===== src/rtl/dmem_access_ctrl.sv =====
// ----------------------------------------------------------------------------
// dmem_access_ctrl
//   MEM-stage data-memory sequencer. It accepts the EX/MEM load/store and runs
//   a req/gnt/rvalid handshake with a multi-cycle data memory. It shifts store
//   data and byte strobes into their lanes, and aligns and extends load data.
//   While the access is outstanding it holds stall high, which freezes the
//   pipeline up to and including EX/MEM.
//
//   Optional feature macro: DMEM_TIMEOUT_EN
//     defined   : an access stuck in REQ/WAIT for TIMEOUT cycles completes with
//                 bus_err=1
//     undefined : no timeout counter, and bus_err is tied to 0
//
// Ports
//   clk, rst            rising-edge clock, asynchronous active-high reset
//   op_valid/op_we      MEM-stage op is a load/store, and 1 = store
//   op_funct3           RV32I width/sign code
//   op_addr/op_wdata    effective address and raw store data
//   ext_stall           pipeline frozen by another source (DONE is held)
//   dm_req/dm_we        memory request strobe and write flag
//   dm_addr             word-aligned request address
//   dm_wstrb/dm_wdata   byte enables and lane-shifted store data
//   dm_gnt              memory accepts the request
//   dm_rvalid/dm_rdata  read response
//   stall               freeze pipeline registers
//   ld_data             aligned/extended load result
//   done                access complete
//   misalign_exc        misaligned or illegal-funct3 access
//   bus_err             access aborted by timeout
// ----------------------------------------------------------------------------
module dmem_access_ctrl #(
    parameter int unsigned TIMEOUT = 255
) (
    input  logic        clk,
    input  logic        rst,
    input  logic        op_valid,
    input  logic        op_we,
    input  logic [2:0]  op_funct3,
    input  logic [31:0] op_addr,
    input  logic [31:0] op_wdata,
    input  logic        ext_stall,
    output logic        dm_req,
    output logic        dm_we,
    output logic [31:0] dm_addr,
    output logic [3:0]  dm_wstrb,
    output logic [31:0] dm_wdata,
    input  logic        dm_gnt,
    input  logic        dm_rvalid,
    input  logic [31:0] dm_rdata,
    output logic        stall,
    output logic [31:0] ld_data,
    output logic        done,
    output logic        misalign_exc,
    output logic        bus_err
);

    typedef enum logic [1:0] {
        S_IDLE,
        S_REQ,
        S_WAIT,
        S_DONE
    } state_t;

    state_t      state;
    state_t      state_nxt;

    logic [2:0]  f3_q;          // funct3 of the accepted op, used for load formatting
    logic [1:0]  a_q;           // byte offset of the accepted op
    logic        legal_op;
    logic [3:0]  strb_fmt;
    logic [31:0] wdata_fmt;
    logic [31:0] rdata_shift;
    logic [31:0] rdata_fmt;
    logic        rd_capture;
    logic        timeout_hit;

    // ------------------------------------------------------------------
    // Decode of the incoming op: legality, store lanes
    // ------------------------------------------------------------------
    always_comb begin
        legal_op = 1'b0;
        case (op_funct3)
            3'b000:  legal_op = 1'b1;
            3'b001:  legal_op = ~op_addr[0];
            3'b010:  legal_op = (op_addr[1:0] == 2'b00);
            3'b100:  legal_op = ~op_we;
            3'b101:  legal_op = ~op_we & ~op_addr[0];
            default: legal_op = 1'b0;
        endcase
    end

    always_comb begin
        strb_fmt = 4'b1111;
        case (op_funct3[1:0])
            2'b00:   strb_fmt = 4'b0001 << op_addr[1:0];
            2'b01:   strb_fmt = 4'b0011 << op_addr[1:0];
            default: strb_fmt = 4'b1111;
        endcase
    end

    assign wdata_fmt = op_wdata << {op_addr[1:0], 3'b000};

    // ------------------------------------------------------------------
    // Load formatting from the registered funct3 and offset
    // ------------------------------------------------------------------
    assign rdata_shift = dm_rdata >> {a_q, 3'b000};

    always_comb begin
        rdata_fmt = '0;
        case (f3_q)
            3'b000:  rdata_fmt = {{24{rdata_shift[7]}},  rdata_shift[7:0]};
            3'b001:  rdata_fmt = {{16{rdata_shift[15]}}, rdata_shift[15:0]};
            3'b010:  rdata_fmt = rdata_shift;
            3'b100:  rdata_fmt = {24'b0, rdata_shift[7:0]};
            3'b101:  rdata_fmt = {16'b0, rdata_shift[15:0]};
            default: rdata_fmt = '0;
        endcase
    end

    // A response is accepted only for a load, either together with the grant
    // or afterwards in WAIT. rvalid in any other state is ignored.
    assign rd_capture = ~dm_we & dm_rvalid &
                        (((state == S_REQ) & dm_gnt) | (state == S_WAIT));

    // ------------------------------------------------------------------
    // Optional timeout
    // ------------------------------------------------------------------
`ifdef DMEM_TIMEOUT_EN
    localparam int unsigned CNT_W = $clog2(TIMEOUT + 1);

    logic [CNT_W-1:0] tmo_cnt;
    logic             bus_err_q;

    // The count holds the number of REQ/WAIT cycles already spent. The final
    // allowed cycle is the one where it equals TIMEOUT-1.
    assign timeout_hit = (((state == S_REQ) & ~dm_gnt) | ((state == S_WAIT) & ~dm_rvalid)) &
                         (tmo_cnt >= CNT_W'(TIMEOUT - 1));

    always_ff @(posedge clk or posedge rst) begin
        if (rst) begin
            tmo_cnt <= '0;
        end else if (state == S_IDLE) begin
            tmo_cnt <= '0;
        end else if ((state == S_REQ) || (state == S_WAIT)) begin
            tmo_cnt <= tmo_cnt + 1'b1;
        end
    end

    always_ff @(posedge clk or posedge rst) begin
        if (rst) begin
            bus_err_q <= 1'b0;
        end else if (timeout_hit) begin
            bus_err_q <= 1'b1;
        end else if ((state == S_DONE) && !ext_stall) begin
            bus_err_q <= 1'b0;
        end
    end

    assign bus_err = bus_err_q;
`else
    assign timeout_hit = 1'b0;
    assign bus_err     = 1'b0;
`endif

    // ------------------------------------------------------------------
    // FSM: state register
    // ------------------------------------------------------------------
    always_ff @(posedge clk or posedge rst) begin
        if (rst) begin
            state <= S_IDLE;
        end else begin
            state <= state_nxt;
        end
    end

    // ------------------------------------------------------------------
    // FSM: next state
    // ------------------------------------------------------------------
    always_comb begin
        state_nxt = state;
        case (state)
            S_IDLE: begin
                if (op_valid) begin
                    state_nxt = legal_op ? S_REQ : S_DONE;
                end
            end
            S_REQ: begin
                if (dm_gnt) begin
                    state_nxt = (dm_we || dm_rvalid) ? S_DONE : S_WAIT;
                end else if (timeout_hit) begin
                    state_nxt = S_DONE;
                end
            end
            S_WAIT: begin
                if (dm_rvalid || timeout_hit) begin
                    state_nxt = S_DONE;
                end
            end
            S_DONE: begin
                if (!ext_stall) begin
                    state_nxt = S_IDLE;
                end
            end
            default: state_nxt = S_IDLE;
        endcase
    end

    // ------------------------------------------------------------------
    // FSM: outputs
    // ------------------------------------------------------------------
    always_comb begin
        dm_req = 1'b0;
        stall  = 1'b0;
        done   = 1'b0;
        case (state)
            S_IDLE: stall = op_valid;
            S_REQ: begin
                dm_req = 1'b1;
                stall  = 1'b1;
            end
            S_WAIT: stall = 1'b1;
            S_DONE: done  = 1'b1;
            default: ;
        endcase
        // While rst is high, op_valid must not freeze the pipeline.
        if (rst) begin
            stall = 1'b0;
        end
    end

    // ------------------------------------------------------------------
    // Request registers and completion status
    // ------------------------------------------------------------------
    always_ff @(posedge clk or posedge rst) begin
        if (rst) begin
            dm_we        <= 1'b0;
            dm_addr      <= '0;
            dm_wstrb     <= '0;
            dm_wdata     <= '0;
            f3_q         <= '0;
            a_q          <= '0;
            ld_data      <= '0;
            misalign_exc <= 1'b0;
        end else begin
            case (state)
                S_IDLE: begin
                    if (op_valid) begin
                        ld_data <= '0;
                        if (legal_op) begin
                            dm_we    <= op_we;
                            dm_addr  <= {op_addr[31:2], 2'b00};
                            dm_wstrb <= op_we ? strb_fmt  : '0;
                            dm_wdata <= op_we ? wdata_fmt : '0;
                            f3_q     <= op_funct3;
                            a_q      <= op_addr[1:0];
                        end else begin
                            misalign_exc <= 1'b1;
                        end
                    end
                end
                S_REQ, S_WAIT: begin
                    if (rd_capture) begin
                        ld_data <= rdata_fmt;
                    end else if (timeout_hit) begin
                        ld_data <= '0;
                    end
                end
                S_DONE: begin
                    if (!ext_stall) begin
                        misalign_exc <= 1'b0;
                    end
                end
                default: ;
            endcase
        end
    end

endmodule

===== config.mk =====
export PLATFORM = sky130hd
export DESIGN_NAME = dmem_access_ctrl
export DESIGN_NICKNAME = d
export VERILOG_FILES = /design/src/rtl/dmem_access_ctrl.sv
export SDC_FILE = /design/constraint.sdc
export NUM_CORES = 1
export LEC_CHECK = 0
export CORE_MARGIN = 4
export CORE_UTILIZATION = 40
export DETAILED_ROUTE_END_ITERATION = 16
export GPL_TIMING_DRIVEN = 0
export PLACE_DENSITY = 0.84
export SYNTH_ARGS = -nofsm -noshare
export SYNTH_HDL_FRONTEND = slang
export SYNTH_SLANG_ARGS = --single-unit

===== constraint.sdc =====
create_clock -name clk -period 3.2 [get_ports clk]
set_clock_uncertainty 0.15 [all_clocks]
set_input_delay 0.32 -clock clk [delete_from_list [all_inputs] [get_ports clk]]
set_output_delay 0.32 -clock clk [all_outputs]
set_load 0.005 [all_outputs]

==> results by group <==
Route
  – Drt first pass iters: 5
  – Post-DR wirelength/cell: between 15 and 20 µm
  – Routed Antenna Nets: 0
  – Via count: between 4000 and 5000
  – # DRC: 0
  – Starting DRT DRC Count: 291
  – Final WL: around 17000 µm
  – DR vias/cell: roughly 5.4

Yosys
  – #FFs+latches synth: roughly 110
  – Synth Flop Type: dfrtp_1
  – Post-synth top area cell: dfrtp_1
  – Area share of the largest cell type after synthesis: approximately half
  – Async SR Flop Fraction: between 90% and 100%
  – Synthesized cell area: ~0.0054 mm²
  – Mapped Avg Cell Area: approximately 10 µm²
  – Post-synthesis cell count: 520
  – Number of flops mapped to enable cells by yosys: 0
  – Register area share after synthesis: around half
  – Top cells by area, synth: dfrtp_1 (49%), mux2_1 (7.5%), mux2i_1 (6.7%)
  – Synthesis Warnings: 0
  – Yosys cell types: 41

CTS
  – Clk buf depth: 2
  – Hold Buf Count CTS: 0
  – Post-cts sizing count: 0
  – Root Buffer: clkbuf_16
  – H-tree Lvls: 3
  – CTS tree: done
  – Clock Sink Count: ~110
  – Clk_lat worst skew: roughly 0.34 ns
  – Clock-pin transition on the worst setup and hold timing paths: approximately 0.080 ns
  – TritonCTS Buffers: 9
  – Postcts setup bufs: 0

Final layout
  – Non-filler cells, final: 923
  – Share of layout cells above drive strength 1: slightly below 9%
  – P&R area growth vs syn: 48.96%
  – Most common cell after layout, fill and taps aside: clkdlybuf4s50_1
  – Fin nets: roughly 850
  – Fillers: ~1100
  – # diodes: 0
  – Most frequent cells in the layout: clkdlybuf4s50_1 (207), dfrtp_1 (107), nand2_1 (89)

Worst hold path
  – Hold/Removal Path Class: input port to async pin

Floorplan
  – FP Rows: 42
  – Height of the die: 124.4 µm
  – Die X: approximately 120 µm
  – Die area: approximately 0.015 mm²
  – Initial core utilization: between 40% and 50%
  – Io pins: ~210
  – Area of the core: 0.01324 mm²

Pwr
  – PD cells: 832.3 mW/mm²
  – Leakage: ~3.5 nW
  – Worst VDD drop: 0.0004088 V

Worst setup path
  – Crit path kind: flip-flop to output pin
  – Worst R2R Path Depth: 7
  – Reg2Reg Launch Point: state[0]$_DFFE_PP0P_
  – FF-to-FF End: ld_data[23]$_DFFE_PP0P_
  – Worst R2R Setup Slack: about 0.87 ns
  – Crit path DAT: 2.08 ns
  – CP Max Fanout: 6
  – Required time worst endpoint: ~2.7 ns
  – Worst setup EP type: output pin
  – CP Launch Type: flip-flop

Timing
  – Endpoints failing setup: 0
  – RSZ-0062 raised after global routing: no
  – Setup TNS: 0 ns
  – Tightest Pin Transition: 0.8360 ns
  – Slew margin rel.: between 40% and 50%
  – Final hold vios: 0
  – Tcrit/Tclk final: 79.80%
  – Min Tclk post-route: between 2 and 3 ns
  – Max Clock Freq: 391.6 MHz
  – Slew Limit Fails: 0

Outcome
  – Status: complete, no violations

Global routing
  – Antenna violations before repair: 0
  – Overall Global Routing Usage: a little over a fifth
  – Total gr overflow: 0
  – First-pass GRT wire length: about 28000 µm
  – Largest net degree at the start of global routing: 44
  – Vias in the first global route: about 5200

Place
  – Routability Congestion: between 0.9 and 1
  – Placed Cells: between 900 and 1000
  – Buffers added on ports: around 210
  – Final HPWL DP: about 13000 µm

Flow run
  – # Max-Cap Violations: 0
-- logic make-up (layout without fill, tap and decap cells) --
kind of cell	Yosys count	after routing	share of synthesized area, %
other	1	3	0.06922
AOI/OAI and AO/OA	105	105	12.89
muxes	89	89	17.88
DFF	107	107	49.42
and+or+nand+nor	163	163	14.16
buffers and inverters	50	275	4.434
adders and majority gates	5	5	1.155
-- worst max-delay path by stage --
stage               slack (ns)                        to                 start
finish                    0.65                     stall  state[0]$_DFFE_PP0P_
global route              0.56                     stall  state[0]$_DFFE_PP0P_
CTS                       0.64                     stall  state[0]$_DFFE_PP0P_
detailed placement        0.60  dm_wdata[11]$_DFFE_PP0P_                 op_we
global placement          0.46   ld_data[30]$_DFFE_PP0P_                   rst
floorplan                 1.21   ld_data[24]$_DFFE_PP0P_  state[0]$_DFFE_PP0P_
-- sequential cells by signal (all words and copies together), names as in the netlist --
| signal | count |
|---|---|
| a_q | 2 |
| dm_addr | 30 |
| dm_wdata | 32 |
| dm_we | 1 |
| dm_wstrb | 4 |
| f3_q | 3 |
| ld_data | 32 |
| misalign_exc | 1 |
| state | 2 |
-- worst max-delay path, cell delays in order, from the launching register on --
cell and delay [ns]:
dfrtp_1 0.43, inv_1 0.11, ha_1 0.40, a21oi_1 0.07, nor3_1 0.19, clkdlybuf4s50_1 0.55
-- area by class of cell --
cell class	instances	area, µm²	area share, %
plain buffers	39	198.9	2.465
clock buffers	9	225.2	2.791
clock inverters	7	83.83	1.039
inverters	11	45.04	0.5581
multi-input cells	365	2507	31.07
flip-flops and latches	107	2678	33.18
well taps	176	220.2	2.729
repair buffers	209	2112	26.17
-- per-stage QoR --
step | area (µm²) | setup slack, ns | util (%) | hold slack [ns] | power (mW)
finish | 8070 | 0.6465 | 60.94 | 0.2902 | 6.717
global route | 8070 | 0.5586 | 60.94 | 0.3376 | 7.168
CTS | 8070 | 0.6381 | 60.94 | 0.2929 | 6.785
detailed placement | 7761 | 0.5961 | 58.61 | 0.3199 | 5.582
global placement | 7721 | 0.4635 | 58.30 | 0.3110 | 5.464
floorplan | 5429 | 1.214 | - | 0.3017 | 3.754
-- routing by layer --
layer  global-route usage (%)  wire length, µm  share of wire [%]  vias up
met5                        0                0                  0        -
met4                    6.899              325                1.9        0
met3                    6.132             1460                8.5       21
met2                    37.09             8347                 49      242
met1                    27.23             6973                 41     2395
li1                         -                -                  -     2282
-- synth_stat cells, types with 2 or more instances --
cell type / instances
dfrtp_1: 107
nand2_1: 89
o21ai_0: 38
mux2_1: 36
mux2i_1: 36
nand3_1: 24
o31ai_1: 18
o211ai_1: 17
mux2_2: 16
buf_2: 15
clkbuf_1: 15
nor2_1: 13
o21ai_1: 12
inv_1: 11
nor2b_1: 9
and2_1: 8
nand4_1: 8
o2bb2ai_1: 7
buf_4: 5
ha_1: 5
nand2b_1: 5
a21oi_1: 4
buf_1: 2
buf_6: 2
nor3_1: 2
-- report_power, final --
group,total [mW],internal [mW],switching (mW)
Clock,1.15,0.621,0.531
Combinational,3.20,1.79,1.41
Sequential,2.36,1.97,0.396
Total,6.72,4.38,2.33
No activity file was read; power rests on OpenSTA's default activity.
